--- src/rtl/hamming_dec_rx_if.sv ---
// -----------------------------------------------------------------------------
// hamming_dec_rx_if
// Bundles the serial receive inputs and the decoded/serial outputs of the
// Hamming(15,11) receiver.
//   sl_in      : serial codeword bit, taken when shift=1
//   shift      : bit strobe, one codeword bit per cycle with shift=1
//   frame_rst  : synchronous restart of the word being collected
//   data_par   : corrected 11-bit data word, held until the next decode
//   dout_valid : one-cycle pulse marking an update of data_par/syndrome/err_flag
//   syndrome   : syndrome of the last decoded word
//   err_flag   : last word had a non-zero syndrome
//   err_cnt    : saturating count of corrected words
//   data_out   : serial corrected data, d0 first (0 when so_valid=0)
//   so_valid   : data_out carries a valid data bit
//   busy       : a word is partially collected or being decoded
// master drives the receive inputs; slave is the decoder.
// -----------------------------------------------------------------------------
interface hamming_dec_rx_if;
    logic        sl_in;
    logic        shift;
    logic        frame_rst;
    logic [10:0] data_par;
    logic        dout_valid;
    logic [3:0]  syndrome;
    logic        err_flag;
    logic [7:0]  err_cnt;
    logic        data_out;
    logic        so_valid;
    logic        busy;

    modport master (
        output sl_in, shift, frame_rst,
        input  data_par, dout_valid, syndrome, err_flag, err_cnt,
        input  data_out, so_valid, busy
    );

    modport slave (
        input  sl_in, shift, frame_rst,
        output data_par, dout_valid, syndrome, err_flag, err_cnt,
        output data_out, so_valid, busy
    );
endinterface

--- src/rtl/hamming_dec_rx.sv ---
// -----------------------------------------------------------------------------
// hamming_dec_rx
// Serial Hamming(15,11) receiver with single-error correction and serial
// re-transmission of the corrected data bits.
// Ports:
//   clk  : sole clock, rising edge
//   RST  : asynchronous active-low reset
//   bus  : hamming_dec_rx_if.slave (serial inputs, decoded and serial outputs)
// A word is collected LSB first (first bit = Hamming position 1). After the
// 15th bit the receiver spends one DECODE cycle; the edge that ends DECODE
// registers data_par/syndrome/err_flag/err_cnt and raises dout_valid. The next
// edge starts an 11-cycle serialisation of d0..d10 on data_out.
// -----------------------------------------------------------------------------
module hamming_dec_rx (
    input  logic              clk,
    input  logic              RST,
    hamming_dec_rx_if.slave   bus
);
    typedef enum logic {COLLECT, DECODE} rx_state_t;
    typedef enum logic {TX_IDLE, TX_SHIFT} tx_state_t;

    rx_state_t   rx_state_q;
    tx_state_t   tx_state_q;
    logic [3:0]  cnt_q;
    logic [14:0] cw_q;
    logic [10:0] data_par_q;
    logic [3:0]  syn_q;
    logic        err_q;
    logic [7:0]  err_cnt_q;
    logic        dout_valid_q;
    logic [3:0]  tx_idx_q;
    logic        data_out_q;
    logic        so_valid_q;

    logic [3:0]  syn_d;
    logic [14:0] cw_fix_d;
    logic [10:0] data_d;

    // Syndrome is the XOR of the positions of all set bits; a non-zero value
    // names the position to flip. Double errors are miscorrected by design.
    always_comb begin
        syn_d    = '0;
        cw_fix_d = cw_q;
        for (int i = 0; i < 15; i++) begin
            if (cw_q[i]) syn_d = syn_d ^ 4'(i + 1);
        end
        for (int i = 0; i < 15; i++) begin
            if (syn_d == 4'(i + 1)) cw_fix_d[i] = ~cw_q[i];
        end
        // Data lives at positions 3,5,6,7,9..15 (indices 2,4,5,6,8..14).
        data_d = {cw_fix_d[14:8], cw_fix_d[6:4], cw_fix_d[2]};
    end

    // Receive FSM: collect 15 bits, then one DECODE cycle. A shift during
    // DECODE is already bit 0 of the next word, so words may run back to back.
    always_ff @(posedge clk or negedge RST) begin
        if (!RST) begin
            rx_state_q   <= COLLECT;
            cnt_q        <= '0;
            cw_q         <= '0;
            data_par_q   <= '0;
            syn_q        <= '0;
            err_q        <= 1'b0;
            err_cnt_q    <= '0;
            dout_valid_q <= 1'b0;
        end else begin
            dout_valid_q <= 1'b0;
            // frame_rst does not cancel a decode already in progress.
            if (rx_state_q == DECODE) begin
                data_par_q   <= data_d;
                syn_q        <= syn_d;
                err_q        <= (syn_d != 4'd0);
                dout_valid_q <= 1'b1;
                if (syn_d != 4'd0 && err_cnt_q != 8'hFF) begin
                    err_cnt_q <= err_cnt_q + 8'd1;
                end
            end
            if (bus.frame_rst) begin
                cnt_q      <= '0;
                rx_state_q <= COLLECT;
            end else begin
                rx_state_q <= COLLECT;
                if (bus.shift) begin
                    cw_q[cnt_q] <= bus.sl_in;
                    if (cnt_q == 4'd14) begin
                        cnt_q      <= '0;
                        rx_state_q <= DECODE;
                    end else begin
                        cnt_q <= cnt_q + 4'd1;
                    end
                end
            end
        end
    end

    // Serial TX FSM: a dout_valid always (re)starts from d0 of the new word.
    always_ff @(posedge clk or negedge RST) begin
        if (!RST) begin
            tx_state_q <= TX_IDLE;
            tx_idx_q   <= '0;
            data_out_q <= 1'b0;
            so_valid_q <= 1'b0;
        end else if (dout_valid_q) begin
            tx_state_q <= TX_SHIFT;
            tx_idx_q   <= 4'd1;
            data_out_q <= data_par_q[0];
            so_valid_q <= 1'b1;
        end else if (tx_state_q == TX_SHIFT) begin
            if (tx_idx_q == 4'd11) begin
                tx_state_q <= TX_IDLE;
                tx_idx_q   <= '0;
                data_out_q <= 1'b0;
                so_valid_q <= 1'b0;
            end else begin
                data_out_q <= data_par_q[tx_idx_q];
                tx_idx_q   <= tx_idx_q + 4'd1;
            end
        end
    end

    assign bus.data_par   = data_par_q;
    assign bus.dout_valid = dout_valid_q;
    assign bus.syndrome   = syn_q;
    assign bus.err_flag   = err_q;
    assign bus.err_cnt    = err_cnt_q;
    assign bus.data_out   = data_out_q;
    assign bus.so_valid   = so_valid_q;
    assign bus.busy       = (cnt_q != 4'd0) || (rx_state_q == DECODE);
endmodule

--- src/flat_wrapper.sv ---
// flat-port wrapper written by rule: the top's interface ports become plain ports
module hamming_dec_rx_flat 
  (clk, RST, bus_sl_in, bus_shift, bus_frame_rst, bus_data_par, bus_dout_valid, bus_syndrome, bus_err_flag, bus_err_cnt, bus_data_out, bus_so_valid, bus_busy);
  hamming_dec_rx_if bus_i ();
  input  logic clk;
  input  logic RST;
  input wire logic [$bits(bus_i.sl_in)-1:0] bus_sl_in;
  input wire logic [$bits(bus_i.shift)-1:0] bus_shift;
  input wire logic [$bits(bus_i.frame_rst)-1:0] bus_frame_rst;
  output wire logic [$bits(bus_i.data_par)-1:0] bus_data_par;
  output wire logic [$bits(bus_i.dout_valid)-1:0] bus_dout_valid;
  output wire logic [$bits(bus_i.syndrome)-1:0] bus_syndrome;
  output wire logic [$bits(bus_i.err_flag)-1:0] bus_err_flag;
  output wire logic [$bits(bus_i.err_cnt)-1:0] bus_err_cnt;
  output wire logic [$bits(bus_i.data_out)-1:0] bus_data_out;
  output wire logic [$bits(bus_i.so_valid)-1:0] bus_so_valid;
  output wire logic [$bits(bus_i.busy)-1:0] bus_busy;
  assign bus_i.sl_in = bus_sl_in;
  assign bus_i.shift = bus_shift;
  assign bus_i.frame_rst = bus_frame_rst;
  assign bus_data_par = bus_i.data_par;
  assign bus_dout_valid = bus_i.dout_valid;
  assign bus_syndrome = bus_i.syndrome;
  assign bus_err_flag = bus_i.err_flag;
  assign bus_err_cnt = bus_i.err_cnt;
  assign bus_data_out = bus_i.data_out;
  assign bus_so_valid = bus_i.so_valid;
  assign bus_busy = bus_i.busy;
  hamming_dec_rx u_core (.clk(clk), .RST(RST), .bus(bus_i));
endmodule
--- config.mk ---
export PLATFORM = sky130hd
export DESIGN_NAME = hamming_dec_rx_flat
export DESIGN_NICKNAME = d
export VERILOG_FILES = /design/src/rtl/hamming_dec_rx_if.sv /design/src/rtl/hamming_dec_rx.sv /design/src/flat_wrapper.sv
export SDC_FILE = /design/constraint.sdc
export NUM_CORES = 1
export LEC_CHECK = 0
export CORE_MARGIN = 2
export CORE_UTILIZATION = 50
export CTS_CLUSTER_SIZE = 40
export DETAILED_ROUTE_END_ITERATION = 8
export PLACE_DENSITY = 0.72
export SKIP_CTS_REPAIR_TIMING = 1
export SLEW_MARGIN = 20
export SYNTH_ARGS = -nofsm -noshare
export SYNTH_HDL_FRONTEND = slang
export SYNTH_SLANG_ARGS = --single-unit
export TNS_END_PERCENT = 20
--- constraint.sdc ---
create_clock -name clk -period 3.05 [get_ports clk]
set_clock_uncertainty 0.05 [all_clocks]
set_input_delay 0.7625 -clock clk [delete_from_list [all_inputs] [get_ports clk]]
set_output_delay 0.7625 -clock clk [all_outputs]
set_load 0.02 [all_outputs]
## Word level (Yosys, flattened, before mapping)

Index checks and enable logic that the tools add are counted.

- Input port bits: 5
- Bits in registers: 52
- Latch bits: 0
- Word-level logic and storage cells: 119
- Memories kept: 0
- Output and inout bits: 28
- Bits in writable memories: 0
- Bits in read-only memories: 0

- Multipliers: 0
- Muxes and demuxes: 50
- $lt $le $gt $ge: 3
- Bitwise gates (word level): 26
- Eq/ne operators: 14
- Reductions and logical operators: 11
- Add/subtract/negate cells: 3
- Divide/modulo/power cells: 0
- Shift operators: 0

Operator list:

| cell | number |
|---|---|
| two-way mux 4 bit | 14 |
| equality test 4 bit, second input constant | 9 |
| two-way mux 1 bit | 27 |
| bitwise mux 15 bit | 1 |
| equality test 4 x 3 -> 1 bit, second input constant | 3 |
| two-way mux 3 bit | 4 |
| NOT 1 bit | 12 |
| NOT 2 bit | 6 |
| NOT 3 bit | 4 |
| less-than comparator 4 x 5 -> 1 bit, second input constant | 2 |
| adder 4 x 1 -> 4 bit, second input constant | 2 |
| adder 8 x 1 -> 8 bit, second input constant | 1 |
| != test 8 bit, second input constant | 1 |
| nonzero test 4 bit | 2 |
| AND reduction 2 bit | 3 |
| nonzero test 2 bit | 3 |
| binary-select mux 1 bit (select 4 bit) | 1 |
| demux 1 bit (select 4 bit) | 1 |
| equality test 4 x 2 -> 1 bit, second input constant | 1 |
| greater-or-equal comparator 4 x 1 -> 1 bit, second input constant | 1 |
| two-way mux 2 bit | 2 |
| NOT 4 bit | 1 |
| NOT 1 bit, first input constant | 3 |
| logical AND 1 bit | 2 |
| logical OR 1 bit | 1 |

## Longest topological paths before layout

Gate-level depths: netlist (run 1).

- Word-level depth: 29
- Depth in mapped cells: 7
- Gate-level depth less buffers: 6

## Worst setup path before layout (run 1)

Ideal clock, no wire load.

- Path kind: flip-flop to flip-flop
- Start: reg u_core.cw_q[12]
- End: reg u_core.err_cnt_q[1], in the netlist u_core.bus.err_cnt[1]
- Stages on the path, launching flop included: 7
- Library setup time: 0.125 ns
- Buffers on the path: 0
- Slack: 0.877 ns
- Arrival time: 1.998 ns
- Period minus slack after synthesis: 2.173 ns
- Cells stage by stage: dfrtp_1 -> xnor2_1 -> xnor3_2 -> and3_4 -> o22ai_4 -> nand2_4 -> mux2_4

- Word-level cells in the longest chain between the ends: 8

RTL lines:

| what | line | RTL |
|---|---|---|
| start: declaration | hamming_dec_rx.sv:25 | `logic [14:0] cw_q;` |
| start signal: indexed assignment | hamming_dec_rx.sv:84 | `cw_q[cnt_q] <= bus.sl_in;` |
| two-way mux 4 bit * | hamming_dec_rx.sv:45 | `if (cw_q[i]) syn_d = syn_d ^ 4'(i + 1);` |
| NOT 3 bit (no source line) | n/a |  |
| two-way mux 4 bit * | hamming_dec_rx.sv:45 |  |
| NOT 4 bit (no source line) | n/a |  |
| two-way mux 4 bit * | hamming_dec_rx.sv:45 |  |
| nonzero test 4 bit * | hamming_dec_rx.sv:74 | `if (syn_d != 4'd0 && err_cnt_q != 8'hFF) begin` |
| logical AND 1 bit * | hamming_dec_rx.sv:74 |  |
| AND reduction 2 bit (no source line) * | n/a |  |
| end signal: assignment | hamming_dec_rx.sv:75 | `err_cnt_q <= err_cnt_q + 8'd1;` |
| end: declaration | hamming_dec_rx.sv:29 | `logic [7:0] err_cnt_q;` |

Mark *: on every way between the ends. The rest lies on a longest branch, timed or not.
A chain may end at the register's enable or synchronous reset.

## Final worst setup path (run 1)

- Start: reg u_core.cnt_q[2]
- End: out bus_busy

- Word-level cells in the longest chain between the ends: 2

RTL lines:

| what | line | RTL |
|---|---|---|
| start: declaration | hamming_dec_rx.sv:24 | `logic [3:0] cnt_q;` |
| start signal: assignment | hamming_dec_rx.sv:89 | `cnt_q <= cnt_q + 4'd1;` |
| nonzero test 4 bit | hamming_dec_rx.sv:128 | `assign bus.busy = (cnt_q != 4'd0) \|\| (rx_state_q == DECODE);` |
| logical OR 1 bit | hamming_dec_rx.sv:128 |  |
| end: declaration | flat_wrapper.sv:17 | `output wire logic [$bits(bus_i.busy)-1:0] bus_busy;` |

Every way passes these cells.

==> key figures, run 1 <==
Logic synthesis
  – Post-synth top flop: dfrtp_1
  – Yosys warning total: 0
  – Syn_area_per_cell: 10.5 sq um
  – FF+latch count, synth: 52
  – Netlist cell types: 46
  – Ys async rst share: 100%
  – Mapped Area: 2900 sq um
  – Post-synth EDFFs: 0
  – Synth Instances: 277
  – Post-synth net total: 284
  – Sequential share of the synthesized area: 44.9%

Run status
  – Status: finished clean

STA
  – F_max: 381 MHz
  – Share of the clock period used by the worst path: 86.0%
  – Final Hold Viols: 0
  – RSZ-0062 raised after global routing: no
  – Final Slew Violations: 0
  – Min Tclk post-route: 2.62 ns
  – Final hold slack: 0.377 ns
  – TNS Setup: 0 ns
  – Relative slew slack: 55.7%
  – Setup-failing EPs final: 0
  – Worst Max-Slew Pin Slew: 0.656 ns
  – Fin worst setup slack: 0.426 ns

CTS
  – H-tree Lvls: 2
  – CTS tree: done
  – Clock sink count: 52
  – Worst-path clk slew: 0.09 ns
  – Clock Path Buffers: 2
  – Root Buffer: clkbuf_8
  – Clk_lat worst skew: 0.31 ns
  – Num CTS Buffers: 5

GRT
  – Largest net degree at the start of global routing: 53
  – Vias in the first global route: 2024
  – GRT Overall Usage: 19.8%
  – Total grt overflow: 0
  – First-pass GRT wire length: 9.76 mm
  – Initial antenna violation count: 0

Place
  – Port Buf Inserts: 32
  – Placer congestion estimate: 0.865
  – Place WS: 0.390 ns
  – Detailed placement HPWL: 3.99 mm
  – Post-DP Area: 3300 sq um
  – Dpl cells: 372

Worst hold path
  – Worst Hold Class: in2async

Floorplan
  – Die span in x: 80.1 microns
  – Top Ports: 33
  – Die Y: 80.1 microns
  – # rows: 27
  – Die area: 6420 sq um
  – Core area: 5540 sq um
  – Starting density of the core: 52.3%

Detailed routing
  – Vias per cell: 5.59
  – DRC violations left: 0
  – Via count: 2125
  – Routed Antenna Nets: 0
  – Final WL: 5.56 mm
  – Initial DRC Count: 108
  – WL/cell: 14.6 microns
  – Pre-antenna DRT Iters: 4

Pwr
  – Sw frac: 28.1%
  – Clock share of power: 32.0%
  – Leakage: 1.43 nW
  – Total power: 1.48 mW
  – Psw: 0.416 mW
  – Seq pwr share: 48.8%
  – Internal: 1.07 mW
  – Combinational share of power: 19.3%
  – Pwr dens: 435 nW/um^2
  – Peak supply drop: 0.237 mV

Worst setup path
  – Critical Path AT: 1.81 ns
  – CP Max Fanout: 13
  – WS Path Type: reg2out
  – Flop2flop setup slack: 0.66 ns
  – CP Data Required Time: 2.24 ns
  – Launch point of the worst path: u_core.cnt_q[2]$_DFFE_PN0P_
  – Reg2Reg Launch Point: u_core.cw_q[12]$_DFFE_PN0P_
  – Crit path launch type: flip-flop
  – Worst reg2reg endpoint: u_core.bus.err_cnt[1]$_DFFE_PN0P_
  – CP endpoint kind: primary output
  – R2R depth: 6
  – CP Capture Point: bus_busy

Layout
  – Commonest non-fill, non-tap cell in the layout: dfrtp_1
  – Final core occ: 61.4%
  – Filler-free cell count of the finished design: 380
  – # nets final: 314
  – Layout area overhead: 17.5%
  – Most frequent cells in the layout: dfrtp_1, clkdlybuf4s50_1, nor2_1
  – Layout cells sized above 1: 14.6%
  – Design area: 3400 sq um
  – ANT cells: 0

Flow run
  – Max Cap Violations: 0
-- final cells by class --
| class | instances | area, sq um |
|---|---|---|
| Fill cell | 477 | 2140 |
| Tap cell | 72 | 90.1 |
| Sequential cell | 52 | 1300 |
| Timing Repair Buffer | 38 | 373 |
| Clock buffer | 6 | 72.6 |
| Multi-Input combinational cell | 205 | 1510 |
| Clock inverter | 2 | 35.0 |
| Inverter | 5 | 18.8 |
-- cell families (layout without fill, tap and decap cells) --
family	Yosys count	after routing	share of synthesized area, %
and+or+nand+nor	89	89	15.3
AOI/OAI and AO/OA	54	54	11.7
buffers and inverters	20	51	2.85
DFF	52	52	44.9
muxes	21	21	8.98
adders and majority gates	2	2	0.864
xor gates and xnor gates	39	39	15.3
-- registers in the layout, summed over array words and instances (netlist names) --
signal                 cells
u_core.bus.data_out        1
u_core.bus.data_par       11
u_core.bus.dout_valid      1
u_core.bus.err_cnt         8
u_core.bus.err_flag        1
u_core.bus.so_valid        1
u_core.bus.syndrome        4
u_core.cnt_q               4
u_core.cw_q               15
u_core.rx_state_q          1
u_core.tx_idx_q            4
u_core.tx_state_q          1
-- power by group through the flow --
stage | Combinational [mW] | Clock (mW) | Sequential [mW]
2_1_floorplan | 0.224 | 0 | 0.728
3_3_place_gp | 0.281 | 0 | 0.736
3_5_place_dp | 0.286 | 0 | 0.737
4_1_cts | 0.289 | 0.492 | 0.723
5_1_grt | 0.316 | 0.518 | 0.726
6_report | 0.285 | 0.474 | 0.723
-- per-layer routing --
metal | track usage [%] | up-vias | routed length, microns
met2 | 31.1 | 44 | 2670
li1 | - | 1035 | -
met3 | 4.38 | 11 | 192
met5 | 0 | - | 0
met1 | 26.9 | 1035 | 2580
met4 | 7.29 | 0 | 105
-- critical path: stages (launching register included) --
cell and delay [ns]:
dfrtp_1 0.53, nor2_1 0.31, nand2_1 0.11, clkdlybuf4s50_1 0.55
-- worst min path at each step --
stage / cells after the start / from / end
after floorplan: 0 / u_core.rx_state_q$_DFF_PN0_ / u_core.bus.dout_valid$_DFF_PN0_
after global placement: 1 / u_core.bus.so_valid$_DFFE_PN0P_ / u_core.bus.so_valid$_DFFE_PN0P_
after detailed placement: 1 / u_core.bus.so_valid$_DFFE_PN0P_ / u_core.bus.so_valid$_DFFE_PN0P_
after CTS: 2 / RST / u_core.bus.data_par[9]$_DFFE_PN0P_
after global routing: 2 / RST / u_core.bus.err_cnt[0]$_DFFE_PN0P_
final: 2 / RST / u_core.bus.err_cnt[2]$_DFFE_PN0P_
-- cells in the mapped netlist, types with 3 or more instances --
| master | count | share of area (%) |
|---|---|---|
| nand3_1 | 14 | 2.4 |
| dfrtp_1 | 52 | 45 |
| nor2_1 | 26 | 3.4 |
| nand2_1 | 20 | 2.6 |
| clkbuf_1 | 13 | 1.7 |
| inv_1 | 5 | 0.65 |
| nor3_1 | 7 | 1.2 |
| o21ai_0 | 7 | 1.2 |
| xor2_1 | 7 | 2.1 |
| mux2_2 | 16 | 6.2 |
| nor2b_1 | 4 | 0.86 |
| xor2_2 | 3 | 1.7 |
| xnor2_2 | 3 | 1.7 |
| a21oi_1 | 22 | 3.8 |
| xnor2_1 | 22 | 6.7 |
| o211ai_1 | 5 | 1.3 |
| a211oi_1 | 6 | 1.6 |
| nand3b_1 | 3 | 0.78 |
| and3_1 | 3 | 0.65 |
| a31oi_1 | 3 | 0.65 |
No activity file was read; power rests on OpenSTA's default activity.
==> inputs of run 2 (changes only) <==
--- a/config.mk
+++ b/config.mk
@@ -5,7 +5,7 @@
 export SDC_FILE = /design/constraint.sdc
 export NUM_CORES = 1
 export LEC_CHECK = 0
-export CORE_MARGIN = 2
+export CAP_MARGIN = 30
 export CORE_UTILIZATION = 50
 export CTS_CLUSTER_SIZE = 40
 export DETAILED_ROUTE_END_ITERATION = 8
==> key figures, run 2 (same netlist as run 1, synthesis figures left out) <==
Run status
  – Status: finished clean

Worst setup path
  – Max incr delay on CP: 0.55 ns
  – Reg2Reg Launch Point: u_core.cw_q[12]$_DFFE_PN0P_
  – Flop2flop setup slack: 0.70 ns
  – Launch point of the worst path: u_core.cnt_q[2]$_DFFE_PN0P_
  – Critical Path AT: 1.82 ns
  – R2R depth: 6
  – Crit path buffers/inverters: 1
  – WS Path Type: reg2out
  – Crit path launch type: flip-flop
  – CP Max Fanout: 13
  – Family with the most delay on the worst path: buffers and inverters
  – Stages on worst setup path: 3
  – CP max-delay cell: clkdlybuf4s50_1
  – CP Cell Sequence: nor2_1 -> nand2_1 -> clkdlybuf4s50_1
  – Worst reg2reg endpoint: u_core.bus.err_cnt[1]$_DFFE_PN0P_
  – CP endpoint kind: primary output
  – CP Capture Point: bus_busy
  – CP Data Required Time: 2.24 ns

STA
  – Share of the clock period used by the worst path: 86.2%
  – Relative slew slack: 58.8%
  – RSZ-0062 raised after global routing: no
  – Setup-failing EPs final: 0
  – Worst Max-Slew Pin Slew: 0.610 ns
  – Min Tclk post-route: 2.63 ns
  – TNS Setup: 0 ns
  – Final hold slack: 0.380 ns
  – F_max: 380 MHz
  – Final Hold Viols: 0
  – Final Slew Violations: 0

CTS
  – Worst-path clk slew: 0.09 ns
  – Root Buffer: clkbuf_8
  – Clk_lat worst skew: 0.31 ns
  – Clock Path Buffers: 2
  – Num CTS Buffers: 5
  – H-tree Lvls: 2
  – CTS tree: done
  – Clock sink count: 52

GRT
  – Grt peak-use layer: met2
  – Routing usage on met1: 24.6%
  – Total grt overflow: 0
  – GRT Overall Usage: 19.8%
  – Largest net degree at the start of global routing: 53
  – GR Util met2: 33.4%
  – Vias in the first global route: 2029
  – Initial antenna violation count: 0
  – Grt met3 use: 4.42%
  – First-pass GRT wire length: 9.33 mm

Pwr
  – Combinational share of power: 20.6%
  – Peak supply drop: 0.247 mV
  – Sw frac: 29.3%
  – Psw: 0.406 mW
  – Seq pwr share: 52.3%
  – Internal: 0.978 mW
  – Clock share of power: 27.1%
  – Pwr dens: 410 nW/um^2
  – Leakage: 1.42 nW

Flow run
  – Max Cap Violations: 0

Detailed routing
  – Initial DRC Count: 84
  – Routed Antenna Nets: 0
  – DRC violations left: 0
  – Via count: 2095
  – Vias per cell: 5.53
  – WL/cell: 14.1 microns
  – Final WL: 5.36 mm
  – Pre-antenna DRT Iters: 4

Layout
  – Number of flip-flops in the largest register: 15
  – Final core occ: 60.9%
  – FILL cells: 475
  – Layout cells sized above 1: 14.3%
  – Most frequent cells in the layout: dfrtp_1, clkdlybuf4s50_1, nor2_1
  – ANT cells: 0
  – # nets final: 314
  – Commonest non-fill, non-tap cell in the layout: dfrtp_1
  – Top reg by flops: u_core.cw_q
  – Layout area overhead: 16.5%

Place
  – Port Buf Inserts: 32
  – Detailed placement HPWL: 3.92 mm
  – Placer congestion estimate: 0.869

Floorplan
  – # rows: 27
  – Die span in x: 78.1 microns
  – Core area: 5540 sq um
  – Die Y: 78.1 microns
  – Top Ports: 33
  – Die area: 6100 sq um
  – Starting density of the core: 52.3%

Worst hold path
  – Worst Hold Class: in2async
==> run 2: metrics by stage <==
stage,instances,cell area [sq um],total power [mW],setup WS (ns)
finish,379,3370,1.38,0.421
global route,379,3370,1.45,0.321
CTS,379,3370,1.40,0.387
detailed placement,372,3300,1.02,0.403
global placement,372,3300,1.02,0.410
floorplan,277,2900,0.952,0.877
==> run 2: routing by layer <==
| layer | part of all wire (%) | vias to the layer above |
|---|---|---|
| met5 | 0 | - |
| met4 | 1.7 | 0 |
| met3 | 3.6 | 8 |
| met2 | 49 | 44 |
| met1 | 46 | 1011 |
| li1 | - | 1032 |
==> run 2: area by class of cell <==
type,count,area [sq um],area share (%)
Clock buffer,6,72.6,2.15
Clock inverter,1,5.00,0.148
Inverter,5,18.8,0.556
Multi-Input combinational cell,205,1510,44.8
Sequential cell,52,1300,38.6
Tap cell,72,90.1,2.67
Timing Repair Buffer,38,373,11.1
==> run 2: how the worst min path moves through the flow <==
stage	from	endpoint	cells past startpoint
after floorplan	u_core.rx_state_q$_DFF_PN0_	u_core.bus.dout_valid$_DFF_PN0_	0
after detailed placement	u_core.bus.so_valid$_DFFE_PN0P_	u_core.bus.so_valid$_DFFE_PN0P_	1
after global placement	u_core.bus.so_valid$_DFFE_PN0P_	u_core.bus.so_valid$_DFFE_PN0P_	1
after CTS	RST	u_core.bus.err_cnt[2]$_DFFE_PN0P_	2
after global routing	RST	u_core.bus.err_cnt[3]$_DFFE_PN0P_	2
final	RST	u_core.bus.err_cnt[2]$_DFFE_PN0P_	2
==> run 2: worst register-to-register path, stage by stage (launching register included) <==
cell and delay, ns:
dfrtp_1 0.44, xnor2_1 0.28, xnor3_2 0.58, and3_4 0.23
o22ai_4 0.28, nand2_4 0.09, mux2_4 0.30
==> run 2: power by group through the flow <==
stage,sequential (mW),clock [mW],combinational [mW]
5_1_grt,0.726,0.416,0.313
3_3_place_gp,0.736,0,0.280
3_5_place_dp,0.737,0,0.285
4_1_cts,0.723,0.393,0.288
6_report,0.724,0.375,0.285
2_1_floorplan,0.728,0,0.224
==> inputs of run 3 (changes only) <==
--- a/config.mk
+++ b/config.mk
@@ -6,10 +6,11 @@
 export NUM_CORES = 1
 export LEC_CHECK = 0
 export CAP_MARGIN = 30
+export CORE_MARGIN = 4
 export CORE_UTILIZATION = 50
 export CTS_CLUSTER_SIZE = 40
 export DETAILED_ROUTE_END_ITERATION = 8
-export PLACE_DENSITY = 0.72
+export PLACE_DENSITY_LB_ADDON = 0.1
 export SKIP_CTS_REPAIR_TIMING = 1
 export SLEW_MARGIN = 20
 export SYNTH_ARGS = -nofsm -noshare
==> key figures, run 3 (same netlist as run 1, synthesis figures left out) <==
Worst setup path
  – CP endpoint kind: primary output
  – Critical Path AT: 1.82 ns
  – Crit path buffers/inverters: 1
  – CP Cell Sequence: nor2_1 -> nand2_1 -> clkdlybuf4s50_1
  – Max incr delay on CP: 0.55 ns
  – Family with the most delay on the worst path: buffers and inverters
  – CP Max Fanout: 13
  – Crit path launch type: flip-flop
  – CP max-delay cell: clkdlybuf4s50_1
  – WS Path Type: reg2out
  – CP Data Required Time: 2.24 ns

Place
  – Post-DP Area: 3290 sq um
  – Placer congestion estimate: 0.819
  – Port Buf Inserts: 32
  – Detailed placement HPWL: 4.11 mm

STA
  – Final Slew Violations: 0
  – Share of the clock period used by the worst path: 86.2%
  – F_max: 380 MHz
  – Setup-failing EPs final: 0
  – Relative slew slack: 60.4%
  – TNS Setup: 0 ns
  – RSZ-0062 raised after global routing: no
  – Worst Max-Slew Pin Slew: 0.590 ns
  – Min Tclk post-route: 2.63 ns
  – Final Hold Viols: 0

Detailed routing
  – Initial DRC Count: 144
  – DRC violations left: 0
  – Pre-antenna DRT Iters: 4
  – WL/cell: 15.2 microns
  – Routed Antenna Nets: 0
  – Final WL: 5.78 mm
  – Via count: 2107
  – Vias per cell: 5.56

Pwr
  – Pwr dens: 422 nW/um^2
  – Leakage: 1.42 nW
  – Peak supply drop: 0.374 mV

Floorplan
  – Die span in x: 84.1 microns
  – Die area: 7070 sq um
  – Starting density of the core: 52.0%
  – Core area: 5570 sq um
  – Die Y: 84.1 microns
  – # rows: 27
  – Top Ports: 33

GRT
  – Vias in the first global route: 1985
  – Largest net degree at the start of global routing: 53
  – Initial antenna violation count: 0
  – Total grt overflow: 0
  – First-pass GRT wire length: 9.87 mm
  – GRT Overall Usage: 17.1%

CTS
  – Clock sink count: 52
  – Root Buffer: clkbuf_8
  – CTS tree: done
  – Worst-path clk slew: 0.10 ns
  – Num CTS Buffers: 5
  – H-tree Lvls: 2
  – Clk_lat worst skew: 0.31 ns
  – Clock Path Buffers: 2

Layout
  – Layout area overhead: 16.9%
  – Top reg by flops: u_core.cw_q
  – # nets final: 313
  – Most frequent cells in the layout: dfrtp_1, clkdlybuf4s50_1, nor2_1
  – Commonest non-fill, non-tap cell in the layout: dfrtp_1
  – Layout cells sized above 1: 14.7%
  – Final core occ: 60.7%
  – ANT cells: 0
  – Design area: 3390 sq um
  – Number of flip-flops in the largest register: 15

Worst hold path
  – Worst Hold Class: in2async

Run status
  – Status: finished clean

Flow run
  – Max Cap Violations: 0
-- run 3: per-layer routing --
| layer | vias to the layer above | wire length [microns] | GRT usage [%] |
|---|---|---|---|
| li1 | 1027 | - | - |
| met1 | 1007 | 2650 | 24.0 |
| met2 | 61 | 2780 | 26.9 |
| met3 | 12 | 258 | 3.55 |
| met4 | 0 | 91 | 4.82 |
| met5 | - | 0 | 0 |
-- run 3: worst paths after layout --
path                                            startpoint                           endpoint  slack (ns)  cells past startpoint
min in group clk           u_core.bus.so_valid$_DFFE_PN0P_    u_core.bus.so_valid$_DFFE_PN0P_        0.43                      1
hold reg to reg            u_core.bus.so_valid$_DFFE_PN0P_    u_core.bus.so_valid$_DFFE_PN0P_        0.43                      1
max in group asynchronous                              RST     u_core.tx_idx_q[0]$_DFFE_PN0P_        2.33                      2
setup reg to reg               u_core.cw_q[12]$_DFFE_PN0P_  u_core.bus.err_cnt[1]$_DFFE_PN0P_        0.65                      6
setup / recovery               u_core.cnt_q[2]$_DFFE_PN0P_                           bus_busy        0.42                      3
hold / removal                                         RST  u_core.bus.err_cnt[7]$_DFFE_PN0P_        0.37                      2
-- run 3: report_power, final --
group	internal [mW]	switching, mW	leakage (nW)
Combinational	0.118	0.174	0.655
Clock	0.184	0.230	0.0434
Sequential	0.704	0.0181	0.720
Total	1.01	0.423	1.42
-- run 3: worst register-to-register path, cell delays in order, from the launching register on --
cell     delay, ns
dfrtp_1       0.46
xnor2_1       0.30
xnor3_2       0.58
and3_4        0.23
o22ai_4       0.28
nand2_4       0.10
mux2_4        0.30
-- run 3: metrics by stage --
stage	setup slack, ns	hold WS (ns)	std cells	power (mW)
final	0.420	0.371	379	1.43
after global routing	0.269	0.390	379	1.50
after CTS	0.409	0.390	379	1.44
after detailed placement	0.449	0.415	371	1.02
after global placement	0.414	0.412	371	1.02
after floorplan	0.877	0.302	277	0.952
-- run 3: area by class of cell --
class / count / area (sq um)
well taps: 72 / 90.1
fillers: 489 / 2190
clock buffers: 6 / 82.6
clock inverters: 2 / 15.0
multi-input cells: 205 / 1510
inverters: 5 / 18.8
flip-flops and latches: 52 / 1300
repair buffers: 37 / 365
